<file path="config.mk">
export PLATFORM = sky130hd
export DESIGN_NAME = control_fsm_flat
export DESIGN_NICKNAME = d
export VERILOG_FILES = /design/src/rtl/pcie_tl_pkg.sv /design/src/rtl/control_fsm_if.sv /design/src/rtl/control_fsm_idle_timer.sv /design/src/rtl/control_fsm.sv /design/src/flat_wrapper.sv
export SDC_FILE = /design/constraint.sdc
export NUM_CORES = 1
export LEC_CHECK = 0
export ABC_AREA = 1
export CAP_MARGIN = 20
export CORE_UTILIZATION = 41
export DETAILED_ROUTE_END_ITERATION = 8
export PLACE_DENSITY_LB_ADDON = 0.05
export SLEW_MARGIN = 20
export SYNTH_ARGS = -nofsm -noshare
export SYNTH_HDL_FRONTEND = slang
export SYNTH_SLANG_ARGS = --single-unit
</file>
<file path="constraint.sdc">
create_clock -name clk -period 1.2 [get_ports clk]
set_input_delay 0.18 -clock clk [delete_from_list [all_inputs] [get_ports clk]]
set_output_delay 0.18 -clock clk [all_outputs]
set_load 0.05 [all_outputs]
</file>
<file path="src/rtl/pcie_tl_pkg.sv">
// pcie_tl_pkg: transaction-layer state encodings
// shared by control_fsm and the counters block.
package pcie_tl_pkg;

  localparam int STATE_W = 4;

  typedef enum logic [STATE_W-1:0] {
    ST_ERROR  = 4'b0000,
    ST_RESET  = 4'b0001,
    ST_INIT   = 4'b0010,
    ST_IDLE   = 4'b0100,
    ST_ACTIVE = 4'b1000
  } tl_state_e;

endpackage

</file>
<file path="src/rtl/control_fsm_if.sv">
// control_fsm_if: control/threshold bus between
// the upstream controller and control_fsm.
interface control_fsm_if #(
  parameter int NUM_FIFOS = 4,
  parameter int UMBRAL_W  = 3
);
  import pcie_tl_pkg::*;

  logic                 init;
  logic [NUM_FIFOS-1:0] fifo_empty;
  logic [NUM_FIFOS-1:0] fifo_error;
  logic [UMBRAL_W-1:0]  umbral_alto_in;
  logic [UMBRAL_W-1:0]  umbral_bajo_in;
  logic [STATE_W-1:0]   state;
  logic                 idle;
  logic [UMBRAL_W-1:0]  umbral_alto;
  logic [UMBRAL_W-1:0]  umbral_bajo;
  logic [NUM_FIFOS-1:0] error_out;

  modport master (
    output init,
    output fifo_empty,
    output fifo_error,
    output umbral_alto_in,
    output umbral_bajo_in,
    input  state,
    input  idle,
    input  umbral_alto,
    input  umbral_bajo,
    input  error_out
  );

  modport slave (
    input  init,
    input  fifo_empty,
    input  fifo_error,
    input  umbral_alto_in,
    input  umbral_bajo_in,
    output state,
    output idle,
    output umbral_alto,
    output umbral_bajo,
    output error_out
  );

endinterface

</file>
<file path="src/rtl/control_fsm_idle_timer.sv">
// idle_timer: saturating count of consecutive
// all-empty cycles while ACTIVE.
module idle_timer #(
  parameter int IDLE_CYCLES = 2
) (
  input  logic clk,
  input  logic reset,
  input  logic enable,
  input  logic all_empty,
  output logic expired
);

  localparam int CW = $clog2(IDLE_CYCLES + 1);
  localparam logic [CW-1:0] TARGET = CW'(IDLE_CYCLES);

  logic [CW-1:0] cnt;
  logic [CW-1:0] cnt_inc;

  assign cnt_inc = (cnt == TARGET) ? cnt : cnt + CW'(1);

  // Fires on the edge the count would reach the target,
  // so the FSM leaves ACTIVE on that same edge.
  assign expired = enable && all_empty && (cnt_inc == TARGET);

  always_ff @(posedge clk or negedge reset) begin
    if (!reset) begin
      cnt <= '0;
    end else if (!enable || !all_empty || expired) begin
      cnt <= '0;
    end else begin
      cnt <= cnt_inc;
    end
  end

endmodule

</file>
<file path="src/rtl/control_fsm.sv">
// control_fsm: TL sequencer RESET/INIT/IDLE/ACTIVE.
// Optional ERROR state under CONTROL_FSM_ERROR_EN.
module control_fsm
  import pcie_tl_pkg::*;
#(
  parameter int NUM_FIFOS   = 4,
  parameter int UMBRAL_W    = 3,
  parameter int IDLE_CYCLES = 2
) (
  input logic         clk,
  input logic         reset,
  control_fsm_if.slave bus
);

  tl_state_e st;
  tl_state_e nx;

  logic                 all_empty;
  logic                 any_err;
  logic                 err_hit;
  logic                 tmr_en;
  logic                 expired;
  logic                 idle_q;
  logic [UMBRAL_W-1:0]  alto_q;
  logic [UMBRAL_W-1:0]  bajo_q;
  logic [NUM_FIFOS-1:0] err_q;

  assign all_empty = &bus.fifo_empty;

`ifdef CONTROL_FSM_ERROR_EN
  assign any_err = |bus.fifo_error;
`else
  logic unused_err;
  assign unused_err = ^bus.fifo_error;
  assign any_err    = 1'b0;
`endif

  assign err_hit = any_err &&
                   (st == ST_IDLE || st == ST_ACTIVE);

  // Timer runs only while staying in ACTIVE, so every
  // exit clears it on the exit edge.
  assign tmr_en = (st == ST_ACTIVE) && !err_hit && !bus.init;

  idle_timer #(
    .IDLE_CYCLES(IDLE_CYCLES)
  ) u_idle_timer (
    .clk      (clk),
    .reset    (reset),
    .enable   (tmr_en),
    .all_empty(all_empty),
    .expired  (expired)
  );

  always_comb begin
    nx = st;
    unique case (st)
      ST_RESET: nx = ST_INIT;
      ST_INIT:  nx = bus.init ? ST_INIT : ST_IDLE;
      ST_IDLE: begin
        if (err_hit)         nx = ST_ERROR;
        else if (bus.init)   nx = ST_INIT;
        else if (!all_empty) nx = ST_ACTIVE;
      end
      ST_ACTIVE: begin
        if (err_hit)       nx = ST_ERROR;
        else if (bus.init) nx = ST_INIT;
        else if (expired)  nx = ST_IDLE;
      end
      ST_ERROR: begin
        if (bus.init) nx = ST_INIT;
      end
      default: nx = ST_RESET;
    endcase
  end

  always_ff @(posedge clk or negedge reset) begin
    if (!reset) begin
      st     <= ST_RESET;
      idle_q <= 1'b0;
      alto_q <= '0;
      bajo_q <= '0;
      err_q  <= '0;
    end else begin
      st     <= nx;
      idle_q <= (nx == ST_IDLE);
      if (st == ST_INIT) begin
        alto_q <= bus.umbral_alto_in;
        bajo_q <= (bus.umbral_bajo_in > bus.umbral_alto_in) ?
                  bus.umbral_alto_in : bus.umbral_bajo_in;
      end
`ifdef CONTROL_FSM_ERROR_EN
      if (nx == ST_INIT) begin
        err_q <= '0;
      end else if (st != ST_RESET && st != ST_INIT) begin
        err_q <= err_q | bus.fifo_error;
      end
`endif
    end
  end

  assign bus.state       = st;
  assign bus.idle        = idle_q;
  assign bus.umbral_alto = alto_q;
  assign bus.umbral_bajo = bajo_q;
  assign bus.error_out   = err_q;

endmodule
</file>
<file path="src/flat_wrapper.sv">
// flat-port wrapper written by rule: the top's interface ports become plain ports
module control_fsm_flat import pcie_tl_pkg::*;
#(
  parameter int NUM_FIFOS   = 4,
  parameter int UMBRAL_W    = 3,
  parameter int IDLE_CYCLES = 2
)
  (clk, reset, bus_init, bus_fifo_empty, bus_fifo_error, bus_umbral_alto_in, bus_umbral_bajo_in, bus_state, bus_idle, bus_umbral_alto, bus_umbral_bajo, bus_error_out);
  control_fsm_if #(.NUM_FIFOS(NUM_FIFOS), .UMBRAL_W(UMBRAL_W)) bus_i ();
  input logic clk;
  input logic reset;
  input wire logic [$bits(bus_i.init)-1:0] bus_init;
  input wire logic [$bits(bus_i.fifo_empty)-1:0] bus_fifo_empty;
  input wire logic [$bits(bus_i.fifo_error)-1:0] bus_fifo_error;
  input wire logic [$bits(bus_i.umbral_alto_in)-1:0] bus_umbral_alto_in;
  input wire logic [$bits(bus_i.umbral_bajo_in)-1:0] bus_umbral_bajo_in;
  output wire logic [$bits(bus_i.state)-1:0] bus_state;
  output wire logic [$bits(bus_i.idle)-1:0] bus_idle;
  output wire logic [$bits(bus_i.umbral_alto)-1:0] bus_umbral_alto;
  output wire logic [$bits(bus_i.umbral_bajo)-1:0] bus_umbral_bajo;
  output wire logic [$bits(bus_i.error_out)-1:0] bus_error_out;
  assign bus_i.init = bus_init;
  assign bus_i.fifo_empty = bus_fifo_empty;
  assign bus_i.fifo_error = bus_fifo_error;
  assign bus_i.umbral_alto_in = bus_umbral_alto_in;
  assign bus_i.umbral_bajo_in = bus_umbral_bajo_in;
  assign bus_state = bus_i.state;
  assign bus_idle = bus_i.idle;
  assign bus_umbral_alto = bus_i.umbral_alto;
  assign bus_umbral_bajo = bus_i.umbral_bajo;
  assign bus_error_out = bus_i.error_out;
  control_fsm #(.NUM_FIFOS(NUM_FIFOS), .UMBRAL_W(UMBRAL_W), .IDLE_CYCLES(IDLE_CYCLES)) u_core (.clk(clk), .reset(reset), .bus(bus_i));
endmodule
</file>
Word level (Yosys, flattened, before mapping). Cells that the tools add are included.

Word-level logic and storage cells: 34. Register bits: 13. Output and inout port bits: 15. Input port bits: 17.

Reductions and logical operators: 10. Equal/unequal tests: 7. Mux-type cells: 10. $lt $le $gt $ge: 1. Add/subtract/negate cells: 1.

Operators by type and width (number): two-way mux 4 bit (5); one-hot mux 4 bit (5 select lines) (1); == test 4 x 3 -> 1 bit, second input constant (2); two-way mux 3 bit (2); == test 2 bit, second input constant (2); == test 4 x 1 -> 1 bit, second input constant (1); == test 4 x 2 -> 1 bit, second input constant (1); == test 4 bit, second input constant (1); zero test 4 bit (1); two-way mux 2 bit (2); AND reduction 4 bit (1); > comparator 3 bit (1); logical AND 1 bit (3); zero test 1 bit (3); adder 2 x 1 -> 2 bit, second input constant (1); logical OR 1 bit (2).

Longest topological paths before layout.
Depth after elaboration: 8. Mapped depth: 8. Depth with buffers taken out: 8.

By module. Synthesis repeated with hierarchy kept, for this count alone.

Cells, all modules: 94. Area, all modules: 755.7 µm².

By module, submodules not included: control_fsm (times used 1, cells an instance 83, area each 660.6 µm², seq. area each 276.5 µm²); idle_timer (times used 1, cells an instance 11, area each 95.1 µm², seq. area each 50.0 µm²).

Worst setup path after synthesis. OpenSTA, ideal clock, no wires.

Path kind: register -> register. From: register u_core.st[0], in the netlist u_core.bus.state[0]. To: register u_core.idle_q, in the netlist u_core.bus.idle. Stages on the path, launching flop included: 6. Arrival: 1.211 ns. Setup time: 0.122 ns. Slack: -0.133 ns. Required time: 1.078 ns. Clock period less this slack: 1.333 ns. Buffers on the path: 0. Cell sequence: dfstp_2 > inv_2 > nand3_4 > inv_2 > a21oi_1 > o21ai_1.

Longest elaborated chain between the ends: 8. Elaborated cells between the ends (all ways): 15. Those cells by class: eq/ne: 5; mux: 6; reduce/logical: 4.

RTL lines: from (decl) (line control_fsm.sv:15) `tl_state_e st;`; from (signal assigned) (line control_fsm.sv:85) `st <= nx;`; == test 4 bit; logical AND 1 bit (line control_fsm.sv:43) `assign tmr_en = (st == ST_ACTIVE) && !err_hit && !bus.init;`; logical AND 1 bit (2 in a row) (line control_fsm_idle_timer.sv:23) `assign expired = enable && all_empty && (cnt_inc == TARGET);`; two-way mux 4 bit (line control_fsm.sv:68) `else if (expired) nx = ST_IDLE;`; two-way mux 4 bit (line control_fsm.sv:67) `else if (bus.init) nx = ST_INIT;`; one-hot mux 4 bit (5 select lines) (*) (line control_fsm.sv:57) `unique case (st)`; == test 4 x 3 -> 1 bit (*) (line control_fsm.sv:86) `idle_q <= (nx == ST_IDLE);`; to (signal assigned) (line control_fsm.sv:86); to (decl) (line control_fsm.sv:23) `logic idle_q;`.

Mark *: on every way between the ends. The rest lies on a longest branch, timed or not. A chain may end at the register's enable or synchronous reset.

Worst setup path after layout.
From: register u_core.st[0], in the netlist u_core.bus.state[0]. To: output bus_state[0].

RTL lines: to (decl) (line flat_wrapper.sv:17) `output wire logic [$bits(bus_i.state)-1:0] bus_state;`.

No word-level cell between the ends.

==> impl_metrics.json <==
{
  "outcome": "finished, violations left",
  "failed_checks": "setup timing",
  "drt-initial-drc-count": 1,
  "grt_max_degree": 14,
  "worstSetupStartpointType": "register",
  "end_kind": "primary output",
  "worst_slack_ns": -0.0991,
  "final_net_count": 152,
  "ir_drop_mv": 1.45,
  "internal_power_uw": 1750,
  "clock_power_share_pct": 8.2,
  "core_area_mm2": 0.00175,
  "postSynthAreaPerCell_um2": 8.13,
  "worst_ep_arrival_time_ns": 1.12,
  "dieHeight_um": 45.4,
  "synth_largest_area_cell": "dfrtp_1",
  "drcViolationCount": 0,
  "first_pass_iters": 4,
  "start_util_pct": 44.2,
  "path_max_fanout": 2,
  "die_area_mm2": 0.00206,
  "io_pins": 32,
  "hpwl_mm": 1.38,
  "track_usage_pct": 20.7,
  "finalHoldViolCount": 0,
  "finalSetupViolations": 8,
  "required_ns": 1.02,
  "die_width_um": 45.4,
  "cts_tree": "done",
  "ys_seq_area_share_pct": 42.3,
  "multi_input_area_um2": 509,
  "clk_latency_ns": 0.27,
  "seq_area_um2": 334,
  "slew_violations": 0,
  "synthCells": 95,
  "via_count": 733,
  "powerDensity_mw_per_mm2": 2350,
  "antenna_found_initial": 0,
  "postCtsHoldBufs": 0,
  "final.period_utilization_pct": 108,
  "synthDistinctLibCells": 20,
  "n_fill_cell": 134,
  "synth_area_um2": 772,
  "p_switching_uw": 1500,
  "cts_buffers": 3,
  "totalWireLength_mm": 1.96,
  "grt.overflow.total": 0,
  "rsz0062_at_grt": "yes",
  "synth_warnings": 4,
  "via_per_inst": 4.73,
  "fin_crit_ns": 1.30,
  "criticalPathCategory": "register to primary output",
  "cts_max_path_buffers": 2,
  "synthTopCellsByArea": "dfrtp_1 (39%), nand2_1 (11%), ha_1 (6.5%), nand3_1 (6.5%), inv_1 (6.3%)",
  "power_leakage_uw": 0.000620,
  "gp_congestion": 0.797,
  "area_growth_pct": 78.6,
  "synth-seq-cells": 13,
  "antennaDiodeCount": 0,
  "max-cap-violations": 0,
  "rows": 15,
  "grt_pass1_wl_mm": 2.95,
  "clk_pin_slew_worst_paths_ns": 0.08,
  "numPortBuffers": 23,
  "skew_ns": 0.000523,
  "swShare_pct": 46.1,
  "clock-sinks": 13,
  "h-tree-depth": 1,
  "fmax_mhz": 770,
  "layout_common_cells": "nand2_1 (18), buf_12 (11), inv_1 (10)",
  "holdWs_ns": 0.221,
  "dp.cells": 150,
  "pwr-share-seq_pct": 25.5,
  "cts_root_buffer": "clkbuf_4",
  "drive_above_1_share_pct": 46.9,
  "comb_power_share_pct": 66.3,
  "drtAntennaViolNets": 0,
  "wl_per_cell_um": 12.6,
  "synth.top_cell.area_share_pct": 38.9,
  "final_common_cell": "nand2_1",
  "hold_class": "input pin to asynchronous set/reset pin",
  "grt_pass1_vias": 698,
  "final_cells": 155
}
[area by class of cell]
| class | instances | area share [%] |
|---|---|---|
| repair buffers | 31 | 29.7 |
| inverters | 17 | 4.99 |
| multi-input cells | 65 | 36.9 |
| flip-flops and latches | 13 | 24.2 |
| clock buffers | 4 | 1.91 |
| well taps | 25 | 2.27 |
[critical path, cell delays in order, from the launching register on]
cell and delay, ns:
dfstp_4 0.63, buf_6 0.10, buf_12 0.12
[sequential cells by signal (all words and copies together) (netlist names)]
name                     count
u_core.bus.idle              1
u_core.bus.umbral_bajo       3
u_core.bus.umbral_alto       3
u_core.u_idle_timer.cnt      2
u_core.bus.state             4
[synthesized netlist by cell type, drive strengths merged]
library cell	instances
conb	1
nor2	8
dfrtp	12
dfstp	1
nand2	22
buf	4
nand4	1
o21ai	5
a21oi	4
nand3b	1
nor3b	1
nand3	13
inv	17
a31oi	1
ha	4
[what timing repair did]
action,in CTS,in global routing
pin swaps,7,2
gates resized for setup,20,19
setup buffers,1,0
setup endpoints to repair,4,13
[final timing paths]
path                                                  startpoint                                    end  slack, ns  cells after the start
setup / recovery                   u_core.bus.state[0]$_DFF_PN1_                           bus_state[0]       -0.1                      2
hold / removal                                             reset  u_core.bus.umbral_alto[2]$_DFFE_PN0N_       0.22                      2
setup reg to reg                   u_core.bus.state[0]$_DFF_PN1_   u_core.u_idle_timer.cnt[0]$_DFF_PN0_      -0.08                      6
hold reg to reg            u_core.bus.umbral_bajo[0]$_DFFE_PN0N_  u_core.bus.umbral_bajo[0]$_DFFE_PN0N_       0.55                      2
max in group asynchronous                                  reset          u_core.bus.state[0]$_DFF_PN1_       0.74                      2
min in group clk                           bus_umbral_bajo_in[0]  u_core.bus.umbral_bajo[0]$_DFFE_PN0N_       0.40                      5
[per-stage QoR]
step / setup TNS [ns] / util, % / setup WS, ns / area (µm²) / total power (µW)
floorplan: -0.0998 / - / -0.0428 / 801 / 1760
global placement: -1.25 / 68.5 / -0.418 / 1190 / 2660
detailed placement: -1.46 / 68.5 / -0.461 / 1190 / 2700
CTS: -0.531 / 74.0 / -0.107 / 1290 / 3060
global route: -1.08 / 79.0 / -0.147 / 1380 / 3410
finish: -0.481 / 79.0 / -0.0991 / 1380 / 3240
[metal layers]
layer  track usage (%)  share of wire (%)
met4              9.09                1.3
met2              40.0                 60
met5                 0                  0
met3              3.57                1.7
met1              21.2                 37
[kinds of logic after synthesis]
family	count (synthesis)	share of synthesized area, %
AOI/OAI and AO/OA	10	6.65
adders and majority gates	4	6.48
buffers and inverters	21	12.2
DFF	13	42.3
other	1	0.486
and+or+nand+nor	46	31.9
[power groups by stage]
stage,Clock (µW),Sequential (µW),Combinational (µW)
floorplan,0,1280,483
global placement,0,831,1830
detailed placement,0,840,1860
CTS,283,821,1960
global route,307,843,2260
finish,266,827,2150
Note: power is estimated with default switching activity, not from simulation.
